[src/rtl/argmax_stream_n.sv]
// argmax_stream_n: streaming argmax over blocks of N valid samples, reporting index, value and 1/(2*pi)-scaled angle
module argmax_stream_n #(
  parameter int N = 256,
  parameter int IDX_W = $clog2(N),
  parameter int VAL_W = 14,
  parameter int ANG_W = 11,
  parameter int ANG_F = 8,
  parameter int EPS_W = 22,
  parameter int EPS_F = 20,
  parameter logic [7:0] INV2PI_RAW = 8'd40,
  parameter int SKIP = 20,
  parameter bit TIE_LAST = 1'b1
) (
  input  logic                    clk,
  input  logic                    rst,
  input  logic                    in_valid,
  input  logic                    resync,
  input  logic signed [VAL_W-1:0] lambda_in,
  input  logic signed [ANG_W-1:0] angle_in,
  output logic                    out_valid,
  output logic [IDX_W-1:0]        theta_out,
  output logic signed [VAL_W-1:0] max_out,
  output logic signed [EPS_W-1:0] eps_out,
  output logic                    busy
);
  localparam int SK_W = SKIP > 1 ? $clog2(SKIP) : 1;
  localparam int PW = ANG_W + 9;
  localparam int SH = EPS_F - ANG_F - 8;
  localparam logic signed [VAL_W-1:0] VAL_MIN = {1'b1, {(VAL_W-1){1'b0}}};
  typedef enum logic {S_SKIP, S_ACCUM} state_t;
  state_t state, nstate;
  logic [SK_W-1:0] skip_cnt;
  logic [IDX_W-1:0] idx_cnt, idx_q, win_idx;
  logic signed [VAL_W-1:0] max_q, win_val;
  logic signed [ANG_W-1:0] ang_q, win_ang;
  logic signed [PW-1:0] prod;
  logic signed [EPS_W-1:0] eps_n;
  logic skip_last, take, acc, last;
  assign skip_last = skip_cnt == SK_W'(SKIP - 1);
  assign busy = state == S_ACCUM;
  // state register; reset and resync land in SKIP unless no samples are to be skipped
  always_ff @(posedge clk or posedge rst)
    if (rst) state <= (SKIP == 0) ? S_ACCUM : S_SKIP;
    else state <= nstate;
  // next state: resync restarts the skip phase, the last skipped sample opens accumulation
  always_comb begin
    nstate = state;
    if (resync) nstate = (SKIP == 0) ? S_ACCUM : S_SKIP;
    else if (in_valid && state == S_SKIP && skip_last) nstate = S_ACCUM;
  end
  // winner after folding in the current sample; position 0 always loads so a minimum value can still win
  always_comb begin
    acc = in_valid && !resync && state == S_ACCUM;
    last = acc && idx_cnt == IDX_W'(N - 1);
    take = idx_cnt == '0 || lambda_in > max_q || (TIE_LAST && lambda_in == max_q);
    win_val = take ? lambda_in : max_q;
    win_ang = take ? angle_in : ang_q;
    win_idx = take ? idx_cnt : idx_q;
    prod = PW'(win_ang) * PW'($signed({1'b0, INV2PI_RAW}));
    eps_n = EPS_W'(prod) <<< SH;
  end
  // counters, held maximum and result registers; a completed block is published one cycle later
  always_ff @(posedge clk or posedge rst)
    if (rst) begin
      skip_cnt <= '0;
      idx_cnt <= '0;
      max_q <= VAL_MIN;
      ang_q <= '0;
      idx_q <= '0;
      out_valid <= 1'b0;
      theta_out <= '0;
      max_out <= '0;
      eps_out <= '0;
    end else begin
      out_valid <= last;
      if (last) begin
        theta_out <= win_idx;
        max_out <= win_val;
        eps_out <= eps_n;
      end
      if (resync) begin
        skip_cnt <= '0;
        idx_cnt <= '0;
        max_q <= VAL_MIN;
        ang_q <= '0;
        idx_q <= '0;
      end else if (in_valid && state == S_SKIP) begin
        skip_cnt <= skip_last ? '0 : skip_cnt + SK_W'(1);
        idx_cnt <= '0;
      end else if (acc) begin
        max_q <= win_val;
        ang_q <= win_ang;
        idx_q <= win_idx;
        idx_cnt <= last ? '0 : idx_cnt + IDX_W'(1);
      end
    end
endmodule

[config.mk]
export PLATFORM = sky130hd
export DESIGN_NAME = argmax_stream_n
export DESIGN_NICKNAME = d
export VERILOG_FILES = /design/src/rtl/argmax_stream_n.sv
export SDC_FILE = /design/constraint.sdc
export NUM_CORES = 1
export LEC_CHECK = 0
export ABC_AREA = 1
export CORE_ASPECT_RATIO = 1.1
export CORE_MARGIN = 2
export CORE_UTILIZATION = 37
export CTS_CLUSTER_DIAMETER = 60
export DETAILED_ROUTE_END_ITERATION = 6
export GPL_TIMING_DRIVEN = 0
export PLACE_DENSITY = 0.65
export SLEW_MARGIN = 10
export SYNTH_ARGS = -nofsm -noshare
export SYNTH_HDL_FRONTEND = slang
export SYNTH_SLANG_ARGS = --single-unit
[constraint.sdc]
create_clock -name clk -period 4.1 [get_ports clk]
set_input_delay 0.41 -clock clk [delete_from_list [all_inputs] [get_ports clk]]
set_output_delay 0.41 -clock clk [all_outputs]
set_load 0.01 [all_outputs]
# Word level (Yosys, flattened, before mapping)
# Cells that the tools add are included.
# W data, S select, Z words.
# classes
eq_ne,4
mul,1
n_addsub,2
muxes,21
bitwise_logic,1
n_lt_le_gt_ge,1
reduce_logical,14
# ops
op,count
$mux W8,8
$mux W14,4
$mux W11,4
$mul A11 B4 Y15 const B,1
$mux W5,3
$eq A14 B14 Y1,1
$gt A14 B14 Y1,1
$add A8 B1 Y8 const B,1
$eq A8 B8 Y1 const B,1
$logic_not A8 Y1,1
$reduce_bool A2 Y1,3
$add A5 B1 Y5 const B,1
$eq A5 B5 Y1 const B,1
$logic_and A1 B1 Y1,5
$reduce_bool A3 Y1,1
$logic_or A1 B1 Y1,2
$mux W1,2
$ne A2 B2 Y1 const B,1
$reduce_and A2 Y1,1
$logic_not A1 Y1,1
$not A1 Y1,1
# totals
register_bits,85
elab_cells,54
inputBits,29

# Logic depth before layout (Yosys ltp)
# depth
depth_word,8
depth_mapped,28

# Worst setup path after synthesis
# Ideal clock, no wire load.
# synth_timing
path_type,register to register
start,reg max_q[13]
end,reg eps_out[18]
arrival_ps,3484
n_path_buf,2
setup_ps,127
path_slack_ps,489
path_stages_with_launch,26
required_ps,3973
period_less_slack_ps,3611
cell_sequence,dfstp_2 inv_1 ha_1 nand2_1 inv_2 nand2_1 nand2_1 a21oi_1 nand2_1 nand2_1 nand3_2 buf_6 buf_6 nand2_1 inv_2 nor2_2 inv_1 ha_1 ha_1 a21oi_1 o21ai_0 a21oi_1 nor2_1 nor2_1 xor2_1 o21ai_0
# synth_via
elab_chain_len,5
word_cells_on_any_way,6
# synth_rtl
item,line,source
"start, declared",34,"logic signed [VAL_W-1:0] max_q, win_val;"
"start signal, assigned",91,max_q <= win_val;
$gt A14 B14 Y1,55,take = idx_cnt == '0 || lambda_in > max_q || (TIE_LAST && lambda_in == max_q);
$logic_or A1 B1 Y1,55,
$logic_or A1 B1 Y1 *,55,
$mux W11 *,57,win_ang = take ? angle_in : ang_q;
$mul A11 B4 Y15 *,59,"prod = PW'(win_ang) * PW'($signed({1'b0, INV2PI_RAW}));"
"end signal, assigned",79,eps_out <= eps_n;
"end, declared",23,"output logic signed [EPS_W-1:0] eps_out,"
# Every way passes the cells marked *; elsewhere a longest branch is shown, timed or not.
# A chain may end at the register's enable or synchronous reset.

# Worst setup path after layout
# layout_timing
start,in lambda_in[13]
end,reg eps_out[18]
# layout_via
elab_chain_len,5
word_cells_on_any_way,6
# layout_rtl
item,line,source
"start, declared",18,"input logic signed [VAL_W-1:0] lambda_in,"
$gt A14 B14 Y1,55,
$logic_or A1 B1 Y1,55,
$logic_or A1 B1 Y1 *,55,
$mux W11 *,57,
$mul A11 B4 Y15 *,59,
# Marked as above.

==> results.toml <==
[cts]
cts_root_buf = "clkbuf_16"
clock_sinks = 85
cts_buffers = 9
path_clk_slew_ps = 60
cts_tree = "built"
worstSkewPairLatency_ps = 340
cts.htree.levels = 3
cts_buffer_depth = 2

[drt]
vias = 4239
vias_per_cell = 4.97
drtPass1Iterations = 7
drcViolationCount = 0
wire_per_inst_um = 14.5
ant_nets = 0
drtIter0Drc = 225
wirelength_um = 12300

[yosys]
synth_cell_type_count = 36
synth-seq-cells = 85
syn_inst = 601
ys_seq_area_frac = 0.433
synth_area_sq_mm = 0.00491
ys.flop_type = "dfrtp_1"
yosysTopAreaCell = "dfrtp_1"
ys_async_sr_fraction = 1.00
synth_top_area_share = 0.428
synthTopCellsByArea = "dfrtp_1 (43%), nand2_1 (10%), ha_1 (9.2%)"
yosys_warnings = 0
yosys-top-cells-count = "nand2_1 (131), inv_1 (85), dfrtp_1 (84), o21ai_1 (50), nand3_1 (40)"
yosys.cell_count.top_type = "nand2_1"
synth-edff-count = 0
avgSynthCellArea_sq_um = 8.18

[sta]
skew_ps = 4.23
fin_crit_ps = 3930
hold_viol = 0
max_freq_mhz = 255
finalMaxSlewViolations = 0
setup_violations = 0
max_slew_margin = 0.477
worst_pin_slew_ps = 779
fin_crit_sh = 0.957

[global_routing]
antenna_found_initial = 0
grt_max_degree = 66
grt.overflow.total = 0
grt_pass1_wl_um = 20100
first_global_vias = 4144
grt_use_total = 0.177

[setup_path]
cp.required_ps = 4310
cp_top_family = "simple AND/OR/NAND/NOR gates"
critical_path_depth = 24
ff2ff_setup_slack_ps = 180
path_buf_inv = 5
arrival_ps = 4140
critPathMaxStageDelay_ps = 490
cp-start-kind = "primary input"
reg2reg_from = "max_q[13]$_DFFE_PP1P_"
critPathMaxFanout = 10
slowest_stage = "clkdlybuf4s50_1"
critical_path.cell_chain = "clkdlybuf4s50_1 > ha_4 > nand2_1 > inv_2 > nand3_1 > nor2_2 > nand2_1 > nand2_1 > nand2_2 > nand3_2 > buf_6 > buf_6 > nor2_1 > nor2_2 > inv_1 > ha_1 > ha_2 > a21oi_2 > o21ai_0 > a21oi_2 > nor2_1 > nor2_1 > xor2_1 > o21ai_0"
path_class = "in2reg"
r2r-end = "eps_out[18]$_DFFE_PP0P_"
cp-end-kind = "flip-flop"
rr_worst_depth = 24

[cells_and_area]
diodes = 0
syn_to_final_growth_pct = 27.6
final_area_sq_mm = 0.00627
nFillCells = 1242
drive_gt1_frac = 0.139
utilization = 0.479
finalNetCount = 754

[die]
dieArea_sq_mm = 0.0142
die_w_um = 114
ioPinCount = 75
rows = 44
start_util = 0.375
fp.dieH_um = 125
core_area_sq_mm = 0.0131

[flow_run]
cap_violations = 0

[power]
vdd_drop_max_uv = 219
power.density_mw_per_mm2 = 325
p_leak_nw = 3.02

[status]
status = "finished clean"

[worst_hold_path]
hp-class = "in2async"

[placement]
dp_hpwl_um = 9010
place_area_sq_mm = 0.00584
gp_congestion = 0.848
io_buffers = 67
-- state kept, by name, summed over array words and instances (netlist names) --
signal	flops
busy	1
idx_q	8
skip_cnt	5
max_q	14
eps_out	15
ang_q	11
idx_cnt	8
max_out	14
theta_out	8
out_valid	1
-- layout make-up --
| cell class | count | area, sq um | share of cell area |
|---|---|---|---|
| Buffer | 29 | 195 | 0.0311 |
| Clock buffer | 12 | 256 | 0.0409 |
| Clock inverter | 3 | 43.8 | 0.00698 |
| Inverter | 98 | 370 | 0.0591 |
| Multi-Input combinational cell | 395 | 2360 | 0.377 |
| Sequential cell | 85 | 2130 | 0.339 |
| Tap cell | 161 | 201 | 0.0321 |
| Timing Repair Buffer | 70 | 713 | 0.114 |
-- placed cells by master, fill, tap and decap left out, types with 2 or more instances in the layout --
master           Yosys  layout
inv_2               13      14
ha_4                 0       5
nor2_1              23      22
nand2_1            131     129
o21ai_1             50      50
xor2_1               6       6
a21oi_2              0       7
o21ai_0             20      20
o22ai_2              8       8
nor2_2              10      10
clkbuf_8             0       2
conb_1               1       7
o21ai_2              4       4
buf_6                7       7
xnor2_1              3       3
nand2_2              0       2
nor3_1               4       4
dfrtp_1             84      84
clkbuf_1            10      11
nand3_2              2       4
inv_1               85      83
a21oi_1             21      14
nand3_1             40      38
buf_2                2       2
buf_4                8      10
o22ai_1             17      17
clkdlybuf4s50_1      0      67
ha_1                36      30
nand4_1              4       4
clkbuf_16            0       9
-- how the worst max path moves through the flow --
stage,from,end,slack (ps)
2_1_floorplan,max_q[13]$_DFFE_PP1P_,eps_out[18]$_DFFE_PP0P_,490
3_3_place_gp,lambda_in[13],eps_out[18]$_DFFE_PP0P_,-260
3_5_place_dp,lambda_in[13],eps_out[18]$_DFFE_PP0P_,-320
4_1_cts,lambda_in[13],eps_out[21]$_DFFE_PP0P_,2
5_1_grt,max_q[13]$_DFFE_PP1P_,eps_out[18]$_DFFE_PP0P_,-40
6_report,lambda_in[13],eps_out[18]$_DFFE_PP0P_,170
-- worst register-to-register path, stage by stage (launching register included) --
cell	delay, ps
dfstp_2	540
inv_1	70
ha_4	280
nand2_1	80
inv_2	60
nand3_1	70
nor2_2	150
nand2_1	110
nand2_1	100
nand2_2	80
nand3_2	90
buf_6	160
buf_6	160
nor2_1	60
nor2_2	150
inv_1	90
ha_1	290
ha_2	340
a21oi_2	180
o21ai_0	130
a21oi_2	170
nor2_1	60
nor2_1	110
xor2_1	170
o21ai_0	100
-- what timing repair did --
action	CTS	global route
hold buffers	0	0
gates resized for setup	2	20
endpoints found under the setup margin	2	8
pin swaps	0	3
cloned	0	0
setup buffers	0	2
-- routing by layer --
layer  wire length [um]  part of all wire  vias to the layer above  track usage
met1               5480              0.44                     2033        0.231
li1                   -                 -                     2112            -
met2               6240              0.51                       83        0.299
met5                  0                 0                        -            0
met3                439             0.036                       11       0.0302
met4                172             0.014                        0       0.0524
-- through the flow --
stage / setup slack (ps) / total power [mW] / hold WS (ps) / instances / TNS (ps)
4_1_cts: 1.53 / 2.01 / 391 / 851 / 0
6_report: 174 / 2.04 / 387 / 853 / 0
2_1_floorplan: 489 / 1.09 / 473 / 607 / 0
3_5_place_dp: -323 / 1.18 / 471 / 836 / -1600
3_3_place_gp: -257 / 1.17 / 466 / 835 / -1220
5_1_grt: -37.2 / 2.13 / 413 / 853 / -51.3
-- power breakdown --
| group | switching, mW | total, mW | internal, mW |
|---|---|---|---|
| clock network | 0.330 | 0.833 | 0.504 |
| logic | 0.213 | 0.362 | 0.148 |
| registers | 0.00212 | 0.843 | 0.841 |
-- logic make-up after synthesis --
group,count (synthesis),synth area share
adder cells (fa/ha/maj),37,0.0957
buffers and inverters,127,0.115
AND/OR/NAND/NOR,218,0.192
flip-flops,85,0.433
AO/OA/AOI/OAI,124,0.148
other,1,0.000763
XOR/XNOR,9,0.0160
Note: power is estimated with default switching activity, not from simulation.
